$ cat config.mk
export PLATFORM = sky130hd
export DESIGN_NAME = cvxif_offload_ctrl
export DESIGN_NICKNAME = d
export VERILOG_FILES = /design/src/rtl/cvxif_pkg.sv /design/src/rtl/cvxif_id_table.sv /design/src/rtl/cvxif_offload_ctrl.sv
export SDC_FILE = /design/constraint.sdc
export NUM_CORES = 1
export LEC_CHECK = 0
export ABC_CLOCK_PERIOD_IN_PS = 3020
export BUFFER_PORTS_ARGS = -buffer_cell sky130_fd_sc_hd__clkbuf_2
export CORE_AREA = 2 2 203 205
export DETAILED_ROUTE_END_ITERATION = 12
export DIE_AREA = 0 0 205 207
export PLACE_DENSITY = 0.32
export REMOVE_ABC_BUFFERS = 1
export SKIP_LAST_GASP = 1
export SLEW_MARGIN = 20
export SYNTH_ARGS = -nofsm -noshare
export SYNTH_HDL_FRONTEND = slang
export SYNTH_SLANG_ARGS = --single-unit
$ cat constraint.sdc
create_clock -name clk_i -period 3.02 [get_ports clk_i]
set_input_delay 0.302 -clock clk_i [delete_from_list [all_inputs] [get_ports clk_i]]
set_output_delay 0.302 -clock clk_i [all_outputs]
set_load 0.01 [all_outputs]
$ cat src/rtl/cvxif_pkg.sv
// Shared CoreV-X-Interface types and widths, plus the core-side ID table entry.
package cvxif_pkg;

  localparam int unsigned X_ID_WIDTH  = 4;
  localparam int unsigned X_NUM_RS    = 2;
  localparam int unsigned X_RFR_WIDTH = 32;
  localparam int unsigned X_RFW_WIDTH = 32;
  localparam int unsigned X_MEM_WIDTH = 32;

  typedef enum logic [1:0] {
    PRIV_LVL_U = 2'b00,
    PRIV_LVL_S = 2'b01,
    PRIV_LVL_M = 2'b11
  } priv_lvl_e;

  typedef struct packed {
    logic [15:0]           instr;
    priv_lvl_e             mode;
    logic [X_ID_WIDTH-1:0] id;
  } x_compressed_req_t;

  typedef struct packed {
    logic [31:0] instr;
    logic        accept;
  } x_compressed_resp_t;

  typedef struct packed {
    logic [31:0]                             instr;
    priv_lvl_e                               mode;
    logic [X_ID_WIDTH-1:0]                   id;
    logic [X_NUM_RS-1:0][X_RFR_WIDTH-1:0]    rs;
    logic [X_NUM_RS-1:0]                     rs_valid;
  } x_issue_req_t;

  typedef struct packed {
    logic accept;
    logic writeback;
    logic dualwrite;
    logic dualread;
    logic loadstore;
    logic exc;
  } x_issue_resp_t;

  typedef struct packed {
    logic [X_ID_WIDTH-1:0] id;
    logic                  x_commit_kill;
  } x_commit_t;

  typedef struct packed {
    logic [X_ID_WIDTH-1:0]  id;
    logic [31:0]            addr;
    priv_lvl_e              mode;
    logic                   we;
    logic [1:0]             size;
    logic [X_MEM_WIDTH-1:0] wdata;
    logic                   last;
    logic                   spec;
  } x_mem_req_t;

  typedef struct packed {
    logic       exc;
    logic [5:0] exccode;
    logic       dbg;
  } x_mem_resp_t;

  typedef struct packed {
    logic [X_ID_WIDTH-1:0]  id;
    logic [X_MEM_WIDTH-1:0] rdata;
    logic                   err;
    logic                   dbg;
  } x_mem_result_t;

  typedef struct packed {
    logic [X_ID_WIDTH-1:0]  id;
    logic [X_RFW_WIDTH-1:0] data;
    logic [4:0]             rd;
    logic                   we;
    logic                   exc;
    logic [5:0]             exccode;
    logic                   err;
    logic                   dbg;
  } x_result_t;

  typedef struct packed {
    logic              x_compressed_valid;
    x_compressed_req_t x_compressed_req;
    logic              x_issue_valid;
    x_issue_req_t      x_issue_req;
    logic              x_commit_valid;
    x_commit_t         x_commit;
    logic              x_mem_ready;
    x_mem_resp_t       x_mem_resp;
    logic              x_mem_result_valid;
    x_mem_result_t     x_mem_result;
    logic              x_result_ready;
  } cvxif_req_t;

  typedef struct packed {
    logic               x_compressed_ready;
    x_compressed_resp_t x_compressed_resp;
    logic               x_issue_ready;
    x_issue_resp_t      x_issue_resp;
    logic               x_mem_valid;
    x_mem_req_t         x_mem_req;
    logic               x_result_valid;
    x_result_t          x_result;
  } cvxif_resp_t;

  // One in-flight offloaded instruction as tracked by the core.
  typedef struct packed {
    logic       valid;
    logic       committed;
    logic       writeback;
    logic [4:0] rd;
  } x_id_entry_t;

endpackage

$ cat src/rtl/cvxif_id_table.sv
// Transaction ID table: lowest-free allocation, commit marking, free on kill or result.
module cvxif_id_table
  import cvxif_pkg::*;
#(
  parameter int unsigned NrOutstanding = 4
) (
  input  logic                  clk_i,
  input  logic                  rst_ni,
  // allocation (issue handshake with accept)
  input  logic                  alloc_i,
  input  logic                  alloc_wb_i,
  input  logic [4:0]            alloc_rd_i,
  output logic [X_ID_WIDTH-1:0] alloc_id_o,
  output logic                  full_o,
  // forwarded commit/kill
  input  logic                  commit_i,
  input  logic                  kill_i,
  input  logic [X_ID_WIDTH-1:0] commit_id_i,
  output logic                  commit_id_valid_o,
  // result lookup and free
  input  logic [X_ID_WIDTH-1:0] res_id_i,
  input  logic                  res_free_i,
  output x_id_entry_t           res_entry_o
);

  localparam int unsigned IdxW = (NrOutstanding > 1) ? $clog2(NrOutstanding) : 1;

  x_id_entry_t [NrOutstanding-1:0] table_q, table_d;
  logic [IdxW-1:0] alloc_idx;
  logic [IdxW-1:0] cidx, ridx;
  logic            commit_in_range, res_in_range;

  assign cidx            = commit_id_i[IdxW-1:0];
  assign ridx            = res_id_i[IdxW-1:0];
  assign commit_in_range = 32'(commit_id_i) < NrOutstanding;
  assign res_in_range    = 32'(res_id_i) < NrOutstanding;

  assign commit_id_valid_o = commit_in_range && table_q[cidx].valid;
  assign res_entry_o       = res_in_range ? table_q[ridx] : '0;
  assign alloc_id_o        = X_ID_WIDTH'(alloc_idx);

  // Lowest-index free entry from the mask registered at the start of the cycle.
  always_comb begin
    alloc_idx = '0;
    full_o    = 1'b1;
    for (int i = int'(NrOutstanding) - 1; i >= 0; i--) begin
      if (!table_q[i].valid) begin
        alloc_idx = IdxW'(i);
        full_o    = 1'b0;
      end
    end
  end

  // Next table state: commit-mark, kill-free, result-free, then allocate.
  always_comb begin
    // NOTE: start from the held value so every path assigns table_d and no latch is inferred.
    table_d = table_q;
    if (commit_i && commit_id_valid_o) begin
      if (kill_i) table_d[cidx] = '0;
      else        table_d[cidx].committed = 1'b1;
    end
    if (res_free_i && res_in_range) table_d[ridx] = '0;
    if (alloc_i && !full_o) begin
      table_d[alloc_idx].valid     = 1'b1;
      table_d[alloc_idx].committed = 1'b0;
      table_d[alloc_idx].writeback = alloc_wb_i;
      table_d[alloc_idx].rd        = alloc_rd_i;
    end
  end

  // Table state register.
  always_ff @(posedge clk_i) begin
    // NOTE: the table is a handful of flops, not a RAM, so it is reset in full; valid bits must clear.
    if (!rst_ni) table_q <= '0;
    // NOTE: non-blocking for all clocked state so every reader sees the pre-edge value.
    else         table_q <= table_d;
  end

endmodule

$ cat src/rtl/cvxif_offload_ctrl.sv
// Core-side X-IF initiator: issue handshake, ID tracking, commit forwarding, one-entry write-back.
module cvxif_offload_ctrl
  import cvxif_pkg::*;
#(
  parameter int unsigned NrOutstanding = 4
) (
  input  logic                                 clk_i,
  input  logic                                 rst_ni,
  input  logic                                 instr_valid_i,
  output logic                                 instr_ready_o,
  input  logic [31:0]                          instr_i,
  input  logic [X_NUM_RS-1:0][X_RFR_WIDTH-1:0] rs_i,
  input  logic [X_NUM_RS-1:0]                  rs_valid_i,
  output logic [X_ID_WIDTH-1:0]                issue_id_o,
  output logic                                 issue_accept_o,
  output logic                                 issue_wb_o,
  input  logic                                 commit_valid_i,
  input  logic [X_ID_WIDTH-1:0]                commit_id_i,
  input  logic                                 commit_kill_i,
  output logic                                 wb_valid_o,
  input  logic                                 wb_ready_i,
  output logic [X_ID_WIDTH-1:0]                wb_id_o,
  output logic [4:0]                           wb_rd_o,
  output logic [X_RFW_WIDTH-1:0]               wb_data_o,
  output logic                                 wb_we_o,
  output logic                                 wb_exc_o,
  output logic [5:0]                           wb_exccode_o,
  output logic                                 protocol_err_o,
  output cvxif_req_t                           cvxif_req_o,
  input  cvxif_resp_t                          cvxif_resp_i
);

  logic                  full;
  logic [X_ID_WIDTH-1:0] alloc_id;
  logic                  issue_valid, issue_hs, alloc;
  logic                  commit_valid_q;
  x_commit_t             commit_q;
  logic                  commit_id_valid;
  x_id_entry_t           res_entry;
  logic                  kill_now, wb_space, result_ready, res_fwd, res_err;
  logic                  wb_valid_q;

  // Issue side.
  assign issue_valid    = instr_valid_i & ~full;
  assign issue_hs       = issue_valid & cvxif_resp_i.x_issue_ready;
  assign alloc          = issue_hs & cvxif_resp_i.x_issue_resp.accept;
  assign instr_ready_o  = issue_hs;
  assign issue_id_o     = issue_hs ? alloc_id : '0;
  assign issue_accept_o = alloc;
  assign issue_wb_o     = alloc & cvxif_resp_i.x_issue_resp.writeback;

  // Result side: a kill forwarded this cycle for the same live ID wins over the result.
  assign kill_now     = commit_valid_q & commit_q.x_commit_kill & res_entry.valid
                      & (commit_q.id == cvxif_resp_i.x_result.id);
  assign wb_space     = ~wb_valid_q | wb_ready_i;
  assign result_ready = cvxif_resp_i.x_result_valid
                      & (~res_entry.valid | kill_now | (res_entry.committed & wb_space));
  assign res_fwd      = result_ready & res_entry.valid & ~kill_now;
  assign res_err      = result_ready & ~res_entry.valid;

  cvxif_id_table #(
    .NrOutstanding (NrOutstanding)
  ) u_id_table (
    .clk_i             (clk_i),
    .rst_ni            (rst_ni),
    .alloc_i           (alloc),
    .alloc_wb_i        (cvxif_resp_i.x_issue_resp.writeback),
    .alloc_rd_i        (instr_i[11:7]),
    .alloc_id_o        (alloc_id),
    .full_o            (full),
    .commit_i          (commit_valid_q),
    .kill_i            (commit_q.x_commit_kill),
    .commit_id_i       (commit_q.id),
    .commit_id_valid_o (commit_id_valid),
    .res_id_i          (cvxif_resp_i.x_result.id),
    .res_free_i        (res_fwd),
    .res_entry_o       (res_entry)
  );

  // Delay the core's commit decision by one cycle onto the X-IF commit channel.
  always_ff @(posedge clk_i) begin
    if (!rst_ni) begin
      commit_valid_q <= 1'b0;
      commit_q       <= '0;
    end else begin
      commit_valid_q         <= commit_valid_i;
      commit_q.id            <= commit_id_i;
      commit_q.x_commit_kill <= commit_kill_i;
    end
  end

  // One-entry write-back register: load on forwarded result, drain on wb_ready_i.
  always_ff @(posedge clk_i) begin
    if (!rst_ni) begin
      wb_valid_q   <= 1'b0;
      wb_id_o      <= '0;
      wb_rd_o      <= '0;
      wb_data_o    <= '0;
      wb_we_o      <= 1'b0;
      wb_exc_o     <= 1'b0;
      wb_exccode_o <= '0;
    end else if (res_fwd) begin
      wb_valid_q   <= 1'b1;
      wb_id_o      <= cvxif_resp_i.x_result.id;
      wb_rd_o      <= res_entry.rd;
      wb_data_o    <= cvxif_resp_i.x_result.data;
      wb_we_o      <= cvxif_resp_i.x_result.we & res_entry.writeback;
      wb_exc_o     <= cvxif_resp_i.x_result.exc;
      wb_exccode_o <= cvxif_resp_i.x_result.exccode;
    end else if (wb_ready_i) begin
      wb_valid_q   <= 1'b0;
    end
  end

  assign wb_valid_o = wb_valid_q;

  // Sticky protocol error: commit or result naming an ID that is not in flight.
  always_ff @(posedge clk_i) begin
    if (!rst_ni)                                                    protocol_err_o <= 1'b0;
    else if ((commit_valid_q & ~commit_id_valid) | res_err)         protocol_err_o <= 1'b1;
  end

  // X-IF request bundle; compressed and memory channels stay tied off.
  always_comb begin
    cvxif_req_o                      = '0;
    cvxif_req_o.x_issue_valid        = issue_valid;
    cvxif_req_o.x_issue_req.instr    = instr_i;
    cvxif_req_o.x_issue_req.mode     = PRIV_LVL_M;
    cvxif_req_o.x_issue_req.id       = alloc_id;
    cvxif_req_o.x_issue_req.rs       = rs_i;
    cvxif_req_o.x_issue_req.rs_valid = rs_valid_i;
    cvxif_req_o.x_commit_valid       = commit_valid_q;
    cvxif_req_o.x_commit             = commit_q;
    cvxif_req_o.x_result_ready       = result_ready;
  end

  // Response fields this initiator has no use for.
  logic unused_resp;
  assign unused_resp = ^{cvxif_resp_i.x_compressed_ready, cvxif_resp_i.x_compressed_resp,
                         cvxif_resp_i.x_mem_valid, cvxif_resp_i.x_mem_req,
                         cvxif_resp_i.x_issue_resp.dualwrite, cvxif_resp_i.x_issue_resp.dualread,
                         cvxif_resp_i.x_issue_resp.loadstore, cvxif_resp_i.x_issue_resp.exc,
                         cvxif_resp_i.x_result.rd, cvxif_resp_i.x_result.err,
                         cvxif_resp_i.x_result.dbg};

endmodule

### Yosys cells after proc, flatten, opt, wreduce, memory -nomap -nowiden

Cells that the tools add are included.

* register bits after elaboration: 89

* order comparisons: 8
* equal/unequal tests: 1
* multiplexer cells: 39
* bitwise gates (word level): 27
* reductions and logical operators: 9

Operators with widths (count)
* bitwise mux 32 bit: 5
* 2-to-1 mux 32 bit: 4
* demux 8 bit (select 2 bit): 7
* bitwise AND 32 bit: 2
* inverter 32 bit: 2
* 2-to-1 mux 8 bit: 6
* binary-select mux 8 bit (select 2 bit): 2
* bitwise AND 1 bit: 14
* 2-to-1 mux 7 bit: 2
* 2-to-1 mux 2 bit: 5
* < comparator 2 x 3 -> 1 bit (second input constant): 3
* < comparator 4 x 3 -> 1 bit (second input constant): 2
* logical AND 1 bit: 7
* greater-or-equal comparator 2 x 1 -> 1 bit (second input constant): 3
* 2-to-1 mux 1 bit: 6
* 2-to-1 mux 6 bit: 1
* 2-to-1 mux 5 bit: 1
* inverter 1 bit: 5
* equality test 4 bit: 1
* bitwise OR 1 bit: 4
* nonzero test 2 bit: 1
* zero test 1 bit: 1

### Logic depth before layout (Yosys ltp)

* word-level depth: 17
* depth in mapped cells: 7
* gate-level depth less buffers: 4

### Hierarchy

A second synthesis with hierarchy kept.

* cells, all modules: 723
* area, all modules: 6145.9 µm²

Modules (own cells, without submodules)
* cvxif_offload_ctrl: times used 1, cells an instance 576, area each 4548.1 µm², seq. area each 1141.1 µm²
* cvxif_id_table: times used 1, cells an instance 147, area each 1597.8 µm², seq. area each 640.6 µm²

### Worst setup path before layout

OpenSTA, ideal clock, no wires.

* path kind: reg-to-output
* from: reg commit_q (netlist bit cvxif_req_o[51])
* to: out cvxif_req_o[0] (netlist name)
* arrival: 1.558 ns
* data required time: 2.718 ns
* slack: 1.160 ns
* stages on the path, launching flop included: 5
* buffers on the path: 1
* path through: dfxtp_1 xor2_1 nor4_4 o31a_1 buf_4

* longest elaborated chain between the ends: 5

RTL lines
* start, declared: line cvxif_offload_ctrl.sv:37 `x_commit_t commit_q;`
* equality test 4 bit: line cvxif_offload_ctrl.sv:54 `& (commit_q.id == cvxif_resp_i.x_result.id);`
* bitwise AND 1 bit: line cvxif_offload_ctrl.sv:54
* bitwise OR 1 bit (2 in series): line cvxif_offload_ctrl.sv:57 `& (~res_entry.valid | kill_now | (res_entry.committed & wb_space));`
* bitwise AND 1 bit: line cvxif_offload_ctrl.sv:57
* end, declared: line cvxif_offload_ctrl.sv:29 `output cvxif_req_t cvxif_req_o,`

Every way passes these cells.

==> results.toml <==
[floorplanning]
design.die.area_mm2 = 0.0424
die_h_um = 207
die_w_um = 205
num_io_pins = 518
core_area_mm2 = 0.0404
start_util_pct = 12.9
row_count = 74

[clock_tree]
ctsHoldBuffers = 0
cts_setup_buffers = 0
post_cts_resize_count = 0
clock-sinks = 89
clockBufferDepth = 2
insertion_delay_ps = 360
cts_made_buffers = 9
htree_levels = 3
path_clk_slew_ps = 70
cts_tree = "yes"
cts_root_buf = "clkbuf_16"

[synth]
synth_seq_cells = 89
syn_inst = 587
synth_area_mm2 = 0.00522
async_flop_share_pct = 0
ys_seq_area_share_pct = 34.2
ys.flop_type = "dfxtp_1"
yosysUniqueCellTypes = 40
synth_area_per_cell_um2 = 8.88
synth-edff-count = 0
synth_warnings = 0

[final_layout]
fin_util_pct = 14.1
areaGrowthSynthToFinish_pct = 9.26
final_cells = 1143
n_fill_cell = 4708
fin_area_mm2 = 0.00570
layout-drive-gt1-share_pct = 28.6
nNetsFinal = 884
diodes = 0

[detailed_routing]
wl_um = 39800
ant_nets = 0
wire_per_inst_um = 34.8
initialDrtViolationCount = 223
post_drt_via_cell_ratio = 3.37
dr_total_vias = 3854
remaining_drc_errors = 0
drtPass1Iterations = 4

[placement]
dp_slack_ps = 695
place_hpwl_um = 35800
io_buffers = 133
placed_cells = 1128
dpl-instance-area_mm2 = 0.00543
gp_congestion = 0.890

[status]
outcome = "finished, final reports clean"

[sta]
relSlewSlack_pct = 52.0
setup_ws_ps = 759
setup_violations = 0
clock_skew_ps = 9.37
worst_pin_slew_ps = 714
finalHoldViolations = 0
min_period_ps = 2260
slew_viol_final = 0
rsz0062_at_grt = "false"
fmaxAchievable_mhz = 442
min_period_over_period_pct = 74.9
setup_tns_ps = 0

[setup_path]
startpoint_type = "input port"
end_kind = "primary output"
r2r_slack_ps = 860
ff2ff_path_depth = 4
r2r_end = "u_id_table.table_q[1]"
crit_fanout = 14
criticalPathCategory = "input port to primary output"
critPathCapture = "cvxif_req_o[0]"
r2r-start = "commit_valid_q"
crit_arrival_ps = 1960
cp-startpoint = "cvxif_resp_i[47]"
crit_required_ps = 2720

[grt]
grt.total_usage_pct = 18.2
antenna_found_initial = 0
grt_pass1_vias = 3537
grt_max_degree = 99
grt.overflow.total = 0
grt_pass1_wl_um = 47400

[worst_hold_path]
min_path_type = "input port to flip-flop"
holdPathStages = 2

[pwr]
ir_drop_mv = 0.256
leakagePower_nw = 2.28
powerDensity_mw_per_mm2 = 440

[flow_run]
max_cap_violations = 0
-- kinds of logic (layout without fill, tap and decap cells) --
family	after synthesis	after routing	share of synthesized area [%]
flip-flops	89	89	34.2
other	2	77	0.144
XOR/XNOR	3	3	0.504
buffers and inverters	224	173	29.7
AO/OA/AOI/OAI	41	41	5.61
multiplexers	56	56	12.9
AND/OR/NAND/NOR	172	172	17.0
-- placed cells by master (no fill, tap or decap), types with 8 or more instances in the layout --
cell / netlist / routed
o32ai_1: 12 / 12
nand2_1: 108 / 108
and2_1: 10 / 10
inv_1: 16 / 16
nand4_1: 9 / 9
nand3_1: 10 / 10
dfxtp_1: 89 / 89
mux2i_1: 47 / 47
buf_4: 180 / 8
conb_1: 2 / 77
clkbuf_16: 0 / 9
mux4_2: 9 / 9
clkbuf_2: 0 / 132
o22ai_1: 16 / 16
-- through the flow --
stage          power, mW  hold WS [ps]
2_1_floorplan       1.32           424
3_3_place_gp        1.46           445
3_5_place_dp        1.46           447
4_1_cts             2.54           135
5_1_grt             2.61           147
6_report            2.51           149
-- synth_stat cells (7+ instances only) --
library cell | instances | area (um^2)
buf_4 | 180 | 1350
nand2_1 | 108 | 405
dfxtp_1 | 89 | 1780
mux2i_1 | 47 | 470
clkbuf_1 | 19 | 71.3
inv_1 | 16 | 60.1
o22ai_1 | 16 | 100
o32ai_1 | 12 | 105
and2_1 | 10 | 62.6
nand3_1 | 10 | 50.1
mux4_2 | 9 | 203
nand4_1 | 9 | 56.3
and3_1 | 7 | 43.8
-- where the power goes --
group	total, mW	switching (mW)	internal, mW
clock network	1.08	0.503	0.575
logic	0.239	0.167	0.0725
registers	1.19	0.00992	1.18
total	2.51	0.679	1.83
-- cell type report --
| type | count | area, um^2 | area share (%) |
|---|---|---|---|
| clock buffers | 12 | 246 | 4.33 |
| clock inverters | 3 | 17.5 | 0.307 |
| inverters | 16 | 60.1 | 1.05 |
| multi-input cells | 349 | 2170 | 38.0 |
| flip-flops and latches | 89 | 1780 | 31.3 |
| well taps | 532 | 666 | 11.7 |
| repair buffers | 142 | 761 | 13.4 |
-- critical path, cell delays in order --
cell      delay [ps]
clkbuf_2         400
mux4_2           630
and3_1           180
o31a_1           300
clkbuf_2         130
-- layer usage --
| layer | GRT usage (%) | part of all wire (%) | vias to the layer above |
|---|---|---|---|
| met5 | 3.92 | 0.60 | - |
| met4 | 2.06 | 0.79 | 4 |
| met3 | 31.4 | 36 | 13 |
| met2 | 28.5 | 45 | 381 |
| met1 | 9.15 | 18 | 1705 |
| li1 | - | - | 1751 |
-- worst min path at each step --
stage | start | end | slack [ps]
after floorplan | rst_ni | commit_valid_q | 420
after global placement | wb_data_o[27] | wb_data_o[27] | 440
after detailed placement | wb_data_o[13] | wb_data_o[13] | 450
after CTS | commit_valid_i | commit_valid_q | 130
after global routing | commit_valid_i | commit_valid_q | 150
final | commit_valid_i | commit_valid_q | 150
-- registers in the layout, indices dropped and copies added, names as in the netlist --
name / cells
wb_exccode_o: 6
wb_data_o: 32
protocol_err_o: 1
u_id_table.table_q: 32
commit_valid_q: 1
wb_exc_o: 1
wb_rd_o: 5
wb_id_o: 4
cvxif_req_o: 5
wb_we_o: 1
wb_valid_o: 1
(Power assumes the default switching activity.)
